<file path="config.mk">
export PLATFORM = sky130hd
export DESIGN_NAME = traffic_demand_sensor
export DESIGN_NICKNAME = d
export VERILOG_FILES = /design/src/rtl/traffic_demand_sensor.sv
export SDC_FILE = /design/constraint.sdc
export NUM_CORES = 1
export LEC_CHECK = 0
export CAP_MARGIN = 20
export CORE_MARGIN = 2
export CORE_UTILIZATION = 44
export CTS_CLUSTER_DIAMETER = 40
export CTS_CLUSTER_SIZE = 28
export DETAILED_ROUTE_END_ITERATION = 8
export MAX_ROUTING_LAYER = met4
export SYNTH_ARGS = -nofsm -noshare
export SYNTH_HDL_FRONTEND = slang
export SYNTH_SLANG_ARGS = --single-unit
</file>
<file path="constraint.sdc">
create_clock -name clk -period 2.7 [get_ports clk]
set_input_delay 0.54 -clock clk [delete_from_list [all_inputs] [get_ports clk]]
set_output_delay 0.54 -clock clk [all_outputs]
set_load 0.02 [all_outputs]
</file>
<file path="src/rtl/traffic_demand_sensor.sv">
// Demand-side front end for the traffic-light controller. It debounces the loop
// detectors, tracks a queue estimate for each approach, and times the green phase.
module traffic_demand_sensor #(
  parameter int DEBOUNCE_CYCLES = 4,
  parameter int DEPART_INTERVAL = 8,
  parameter int MIN_GREEN       = 16,
  parameter int MAX_GREEN       = 64,
  parameter int GAP_TIMEOUT     = 12
) (
  input  logic       clk,
  input  logic       reset_n,
  input  logic       det_NS,
  input  logic       det_EW,
  input  logic       green_NS,
  input  logic       green_EW,
  output logic [3:0] car_count_NS,
  output logic [3:0] car_count_EW,
  output logic       timer_done,
  output logic       overflow_NS,
  output logic       overflow_EW,
  output logic       conflict
);

  localparam int DB_W = (DEBOUNCE_CYCLES > 1) ? $clog2(DEBOUNCE_CYCLES) : 1;
  localparam int DP_W = (DEPART_INTERVAL > 1) ? $clog2(DEPART_INTERVAL) : 1;
  localparam logic [5:0] MIN_M1 = 6'(MIN_GREEN - 1);
  localparam logic [5:0] MAX_M1 = 6'(MAX_GREEN - 1);
  localparam logic [5:0] GAP_M1 = 6'(GAP_TIMEOUT - 1);

  typedef enum logic [1:0] {IDLE = 2'd0, RUN = 2'd1, DONE = 2'd2} state_t;

  // Lane 0 is the NS approach and lane 1 is the EW approach.
  logic [1:0] det;
  logic [1:0] green;
  logic [1:0] arrival;
  logic [1:0] tick;
  logic [1:0] overflow;
  logic [3:0] count [2];

  assign det   = {det_EW, det_NS};
  assign green = {green_EW, green_NS};

  for (genvar gi = 0; gi < 2; gi++) begin : g_lane
    logic            sync1_reg;
    logic            sync2_reg;
    logic            filt_reg;
    logic            filt_d_reg;
    logic [DB_W-1:0] stable_cnt_reg;
    logic [DP_W-1:0] depart_cnt_reg;
    logic [3:0]      count_reg;
    logic            overflow_reg;

    // The filtered level flips only after the synchronized input has
    // disagreed with it for DEBOUNCE_CYCLES consecutive samples.
    always_ff @(posedge clk or negedge reset_n) begin
      if (!reset_n) begin
        sync1_reg      <= 1'b0;
        sync2_reg      <= 1'b0;
        filt_reg       <= 1'b0;
        filt_d_reg     <= 1'b0;
        stable_cnt_reg <= '0;
      end else begin
        sync1_reg  <= det[gi];
        sync2_reg  <= sync1_reg;
        filt_d_reg <= filt_reg;
        if (sync2_reg == filt_reg) begin
          stable_cnt_reg <= '0;
        end else if (stable_cnt_reg == DB_W'(DEBOUNCE_CYCLES - 1)) begin
          filt_reg       <= sync2_reg;
          stable_cnt_reg <= '0;
        end else begin
          stable_cnt_reg <= stable_cnt_reg + DB_W'(1);
        end
      end
    end

    assign arrival[gi] = filt_reg & ~filt_d_reg;
    assign tick[gi]    = green[gi] && (depart_cnt_reg == DP_W'(DEPART_INTERVAL - 1));

    always_ff @(posedge clk or negedge reset_n) begin
      if (!reset_n) begin
        depart_cnt_reg <= '0;
      end else if (!green[gi] || tick[gi]) begin
        depart_cnt_reg <= '0;
      end else begin
        depart_cnt_reg <= depart_cnt_reg + DP_W'(1);
      end
    end

    // When an arrival and a departure land in the same cycle, they cancel.
    always_ff @(posedge clk or negedge reset_n) begin
      if (!reset_n) begin
        count_reg    <= 4'd0;
        overflow_reg <= 1'b0;
      end else if (arrival[gi] && !tick[gi]) begin
        if (count_reg == 4'd15) begin
          overflow_reg <= 1'b1;
        end else begin
          count_reg <= count_reg + 4'd1;
        end
      end else if (tick[gi] && !arrival[gi] && (count_reg != 4'd0)) begin
        count_reg <= count_reg - 4'd1;
      end
    end

    assign count[gi]    = count_reg;
    assign overflow[gi] = overflow_reg;
  end

  state_t     state_reg;
  state_t     state_next;
  logic [5:0] elapsed_reg;
  logic [5:0] elapsed_next;
  logic [5:0] gap_reg;
  logic [5:0] gap_next;
  logic       timer_done_reg;
  logic       timer_done_next;
  logic       conflict_reg;

  logic       any_green;
  logic [3:0] green_count;
  logic       green_arrival;
  logic       phase_end;

  function automatic logic [5:0] sat_inc(input logic [5:0] v);
    return (v == 6'h3F) ? v : v + 6'd1;
  endfunction

  // NS takes priority whenever both approaches claim green.
  assign any_green     = green_NS | green_EW;
  assign green_count   = green_NS ? count[0] : count[1];
  assign green_arrival = green_NS ? arrival[0] : arrival[1];
  assign phase_end     = (elapsed_reg == MAX_M1) ||
                         ((elapsed_reg >= MIN_M1) &&
                          ((gap_reg >= GAP_M1) || (green_count == 4'd0)));

  always_comb begin
    state_next      = state_reg;
    elapsed_next    = elapsed_reg;
    gap_next        = gap_reg;
    timer_done_next = 1'b0;
    case (state_reg)
      IDLE: begin
        if (any_green) begin
          state_next   = RUN;
          elapsed_next = 6'd0;
          gap_next     = 6'd0;
        end
      end
      RUN: begin
        if (!any_green) begin
          state_next = IDLE;
        end else if (phase_end) begin
          state_next      = DONE;
          timer_done_next = 1'b1;
        end else begin
          elapsed_next = sat_inc(elapsed_reg);
          gap_next     = green_arrival ? 6'd0 : sat_inc(gap_reg);
        end
      end
      DONE: begin
        if (!any_green) begin
          state_next = IDLE;
        end
      end
      default: state_next = IDLE;
    endcase
  end

  always_ff @(posedge clk or negedge reset_n) begin
    if (!reset_n) begin
      state_reg      <= IDLE;
      elapsed_reg    <= 6'd0;
      gap_reg        <= 6'd0;
      timer_done_reg <= 1'b0;
      conflict_reg   <= 1'b0;
    end else begin
      state_reg      <= state_next;
      elapsed_reg    <= elapsed_next;
      gap_reg        <= gap_next;
      timer_done_reg <= timer_done_next;
      conflict_reg   <= conflict_reg | (green_NS & green_EW);
    end
  end

  assign car_count_NS = count[0];
  assign car_count_EW = count[1];
  assign overflow_NS  = overflow[0];
  assign overflow_EW  = overflow[1];
  assign timer_done   = timer_done_reg;
  assign conflict     = conflict_reg;

endmodule

</file>
---- Yosys cells after proc, flatten, opt, wreduce, memory -nomap -nowiden ----
Cells that the tools add are included.
cells by class
  magnitude comparators ................... 2
  reduce and logical (&&, ||, !) cells .... 35
  shifts and indexed selects .............. 0
  div/mod/pow operators ................... 0
  multiplexer cells ....................... 32
  bitwise gates (word level) .............. 9
  equal/unequal tests ..................... 21
  add/subtract/negate cells ............... 10
  multiply operators ...................... 0
operators with widths
  kind                                                                count
  two-way mux 6 bit                                                   8
  two-way mux 4 bit                                                   7
  case mux 6 bit (2 select lines)                                     2
  two-way mux 2 bit                                                   8
  != test 2 bit (second input constant)                               7
  adder 6 x 1 -> 6 bit (second input constant)                        2
  equality test 6 bit (second input constant)                         2
  greater-or-equal comparator 6 x 4 -> 1 bit (second input constant)  2
  AND reduction 2 bit                                                 6
  AND reduction 5 bit                                                 2
  logical AND 1 bit                                                   9
  adder 4 x 1 -> 4 bit (second input constant)                        2
  equality test 4 bit (second input constant)                         2
  nonzero test 4 bit                                                  2
  subtractor 4 x 1 -> 4 bit (second input constant)                   2
  adder 3 x 1 -> 3 bit (second input constant)                        2
  equality test 2 bit (second input constant)                         3
  equality test 3 bit (second input constant)                         2
  logical NOT 1 bit                                                   6
  two-way mux 3 bit                                                   2
  != test 3 bit (second input constant)                               2
  case mux 2 bit (3 select lines)                                     1
  nonzero test 2 bit                                                  3
  adder 2 x 1 -> 2 bit (second input constant)                        2
  10 further kinds                                                    23
word-level totals
  bits in registers ....................... 44
  word-level logic and storage cells ...... 130
  memory bits (read-only) ................. 0
  memories kept ........................... 0
  latch bits .............................. 0
  output and inout bits ................... 12
  RAM bits ................................ 0
  input bits .............................. 6

---- Logic depth before layout (Yosys ltp) ----
  depth after elaboration ................. 8
  mapped depth ............................ 10

---- Worst setup path before layout ----
No wires, ideal clock.
  kind .................................... register to register
  from .................................... register g_lane[1].depart_cnt_reg[0]
  to ...................................... register g_lane[1].count_reg[3], in the netlist car_count_EW[3]
  data required time ...................... 2.569 ns
  arrival ................................. 1.966 ns
  slack ................................... 0.603 ns
  period minus slack after synthesis ...... 2.097 ns
  path buffers ............................ 0
  cell stages (with the launch flop) ...... 11
  cells stage by stage .................... dfrtp_1 > ha_1 > ha_1 > nand2_1 > nand2_1 > ha_1 > a21o_2 > a21oi_1 > xnor2_1 > nand2_1 > xnor2_1
on the way
  longest elaborated chain between the ends .. 6
ends and longest elaborated chain
  element                                                                      RTL line  text
  start: declaration                                                           49        logic [DP_W-1:0] depart_cnt_reg;
  start signal: assignment                                                     86        depart_cnt_reg <= depart_cnt_reg + DP_W'(1);
  equality test 3 bit *                                                        78        assign tick[gi] = green[gi] && (depart_cnt_reg == DP_W'(DEPART_INTERVAL - 1));
  logical AND 1 bit *                                                          78
  logical NOT 1 bit / logical AND 1 bit (equally long branches)                95, 101
  logical AND 1 bit, on equally long branches                                  95, 101
  != test 2 bit (no source line) / nonzero test 2 bit (equally long branches)  --
  AND reduction 2 bit (no source line)                                         --
  end signal: assignment                                                       99        count_reg <= count_reg + 4'd1;
  end signal: assignment                                                       102       count_reg <= count_reg - 4'd1;
  end: declaration                                                             50        logic [3:0] count_reg;
Mark *: on every way between the ends. The rest lies on a longest branch, timed or not.
A chain may end at the register's enable or synchronous reset.

---- Worst setup path after layout ----
  from .................................... register g_lane[0].depart_cnt_reg[0]
  to ...................................... register g_lane[0].count_reg[3], in the netlist car_count_NS[3]
on the way
  longest elaborated chain between the ends .. 6
ends and longest elaborated chain
  element                                                                      RTL line
  start: declaration                                                           49
  start signal: assignment                                                     86
  equality test 3 bit *                                                        78
  logical AND 1 bit *                                                          78
  logical NOT 1 bit / logical AND 1 bit (equally long branches)                95, 101
  logical AND 1 bit, on equally long branches                                  95, 101
  != test 2 bit (no source line) / nonzero test 2 bit (equally long branches)  --
  AND reduction 2 bit (no source line)                                         --
  end signal: assignment                                                       99
  end signal: assignment                                                       102
  end: declaration                                                             50
Marks and branches as above.

==> metrics.md <==
| Metric | Value |
|---|---|
| Combinational Power Share | between 40% and 50% |
| DR vias | between 1500 and 2000 |
| Crit. End Element | register |
| Die area | ~0.0055 sq mm |
| Hold Path Origin | g_lane[0].sync1_reg$_DFF_PN0_ |
| DP Cell Count | between 200 and 300 |
| Worst VDD drop | roughly 0.38 mV |
| Worst setup SP type | register |
| IO Pins | 18 |
| Hold Path Class | reg -> reg |
| Post-CTS sizing | 0 |
| DP Wirelength | 2820 um |
| Hold WS | approximately 350 ps |
| Syn_nets | approximately 210 |
| Syn Area/Cell | approximately 11 sq um |
| Initial antenna violation count | 0 |
| Routed WL per cell | approximately 14 um |
| GP Congestion | just over 0.8 |
| # hold bufs at CTS | 0 |
| Post-CTS Setup Bufs | 0 |
| Clock buffer count from CTS | 5 |
| Clk buf depth | 2 |
| Final nets | 233 |
| P&R area growth vs syn | 14.8% |
| Hold path endpoint | g_lane[0].sync2_reg$_DFF_PN0_ |
| Sequential fraction of the synthesis area | about half |
| Fin area | ~0.0025 sq mm |
| CP arrival | between 2000 and 2500 ps |
| Endpoints failing hold | 0 |
| Core Area | ~0.0047 sq mm |
| Status | complete, no violations |
| Number of synthesized register bits | 44 |
| Worst-Skew Late Latency | slightly below 300 ps |
| Net Sw Power | about 0.00091 W |
| CTS tree | done |
| Period utilization | between 80% and 90% |
| Net Sw Frac | ~37% |
| Clock power frac | 15.2% |
| Placed inst area | about 0.0024 sq mm |
| Clock net sink count | 44 |
| Top_reg_cell synth | dfrtp_1 |
| N_diodes | 0 |
| Iter 0 DRT Violations | 71 |
| Reg2reg start | g_lane[0].depart_cnt_reg[0]$_DFF_PN0_ |
| Post-Synthesis Cells | 189 |
| Cell Int Power | ~0.0016 W |
| Synth area leader | dfrtp_1 |
| Max-slew violations | 0 |
| Die Ht | approximately 74 um |
| CTS H-tree depth | 2 |
| Count leader, synth | dfrtp_1 |
| Ys async rst share | between 90% and 100% |
| Fin cells | between 200 and 300 |
| Grt ovf | 0 |
| Kind of critical path | reg -> reg |
| Required @ worst endpoint | ~2900 ps |
| Final setup fails | 0 |
| DR DRC count | 0 |
| Row count | 25 |
| Largest net degree at the start of global routing | between 40 and 50 |
| Fmax | between 0.4 and 0.5 GHz |
| Clock-pin slew on the worst setup and hold paths | 70 ps |
| Post-synth EDFFs | 0 |
| Worst slew pin tran | 952 ps |
| Area contributors post-synth | dfrtp_1 (51%), ha_1 (7.0%), xnor2_1 (3.2%), nand2_1 (2.8%), mux2_2 (2.6%) |
| PwrDens | about 1000 mW/mm^2 |
| Share of layout cells above drive strength 1 | roughly 12% |
| Reg-to-reg endpoint | car_count_NS[3]$_DFFE_PN0P_ |
| CP Max Fanout | 5 |
| Routed Antenna Nets | 0 |
| First-pass DRT Iterations | 4 |
| Synth Cell Area | around 0.0022 sq mm |
| PortBufs | 17 |
| Die Width | between 70 and 80 um |
| # fillers | 432 |
| Crit path launch | g_lane[0].depart_cnt_reg[0]$_DFF_PN0_ |
| Yosys synthesis warning count | 0 |
| Worst reg2reg path depth | 10 |
| Vias in the first global route | between 1500 and 2000 |
| First-pass GRT wire length | approximately 6800 um |
| Leakage | about 1.1 nW |
| Sequential share of power | 43.4% |
| Final wirelength | between 3000 and 4000 um |
| Setup Skew | between 4 and 5 ps |
| Root buffer cell | clkbuf_8 |
| Final setup TNS | 0 ps |
| Top cells by count, synth | dfrtp_1 (44), nand2_1 (16), ha_1 (12), a21oi_1 (11), o21ai_0 (11) |
| Slew HR | 36.6% |
| Reg2reg setup slack | roughly 540 ps |
| Min Clock Period, post-route | ~2200 ps |
| Post-synth cell types | 46 |
| Total GRT Usage | between 10% and 20% |
| Total power | about 0.0025 W |
| RSZ-0062 raised after global routing | false |
| Routed vias/inst | roughly 5.5 |
| Max-cap viol count | 0 |
| Initial core utilization | between 40% and 50% |
| Worst hold path depth | 0 |
| Top cell type's share of synthesized area | 51.0% |
==> logic make-up after synthesis <==
logic type               count (synthesis)  share of synthesized area [%]
buffers and inverters                    6                           2.09
multiplexers                             6                           3.07
XOR/XNOR                                10                           4.06
AND/OR/NAND/NOR                         66                           17.7
adder cells (fa/ha/maj)                 14                           8.81
flip-flops                              44                           51.0
AO/OA/AOI/OAI                           43                           13.3
==> power groups by stage <==
| stage | Combinational, W | Clock (W) | Sequential (W) |
|---|---|---|---|
| 4_1_cts | 0.00105 | 0.000397 | 0.00108 |
| 6_report | 0.00103 | 0.000377 | 0.00108 |
| 2_1_floorplan | 0.000628 | 0 | 0.00113 |
| 5_1_grt | 0.00116 | 0.000419 | 0.00111 |
| 3_3_place_gp | 0.000987 | 0 | 0.00107 |
| 3_5_place_dp | 0.00104 | 0 | 0.00109 |
==> placed cells by master (no fill, tap or decap), drive strengths merged, types with 6 or more instances in the layout <==
cell type	instances
o21ai	13
nand2	16
nor2	10
a21oi	11
nand3	6
dfrtp	44
xnor2	8
ha	12
clkbuf	6
clkdlybuf4s50	16
==> worst max path at each step <==
stage	end
after floorplan	car_count_EW[3]$_DFFE_PN0P_
after global placement	car_count_NS[3]$_DFFE_PN0P_
after detailed placement	elapsed_reg[5]$_DFFE_PN0P_
after CTS	car_count_NS[3]$_DFFE_PN0P_
after global routing	car_count_NS[3]$_DFFE_PN0P_
final	car_count_NS[3]$_DFFE_PN0P_
==> layer usage <==
metal | GRT usage (%) | wire length, um | vias to the layer above
met2 | 28.1 | 1900 | 38
li1 | - | - | 741
met5 | - | 0 | -
met1 | 18.7 | 1640 | 748
met3 | 5.01 | 208 | 7
met4 | 5.86 | 55 | 0
==> metrics by stage <==
step / setup slack (ps) / utilization [%]
after floorplan: 603 / -
after global placement: 282 / 50.8
after detailed placement: 226 / 50.8
after CTS: 520 / 52.5
after global routing: 331 / 52.5
final: 536 / 52.5
==> final cells by class <==
class                      count  area, sq um  area share [%]
multi-input combinational    139         1010            40.9
clock buffer                   6         72.6            2.93
sequential                    44         1100            44.4
inverter                       2         7.51           0.303
clock inverter                 1         5.00           0.202
timing repair buffer          21          195            7.88
tap                           67         83.8            3.38
==> worst max-delay path: stages, from the launching register on <==
cell and delay [ps]:
dfrtp_1 390, ha_1 210, ha_1 210, nand2_1 110, nand2_1 150, ha_1 310
a21o_1 150, a21oi_1 170, xnor2_1 130, nand2_1 80, xnor2_1 140
(Power assumes the default switching activity.)
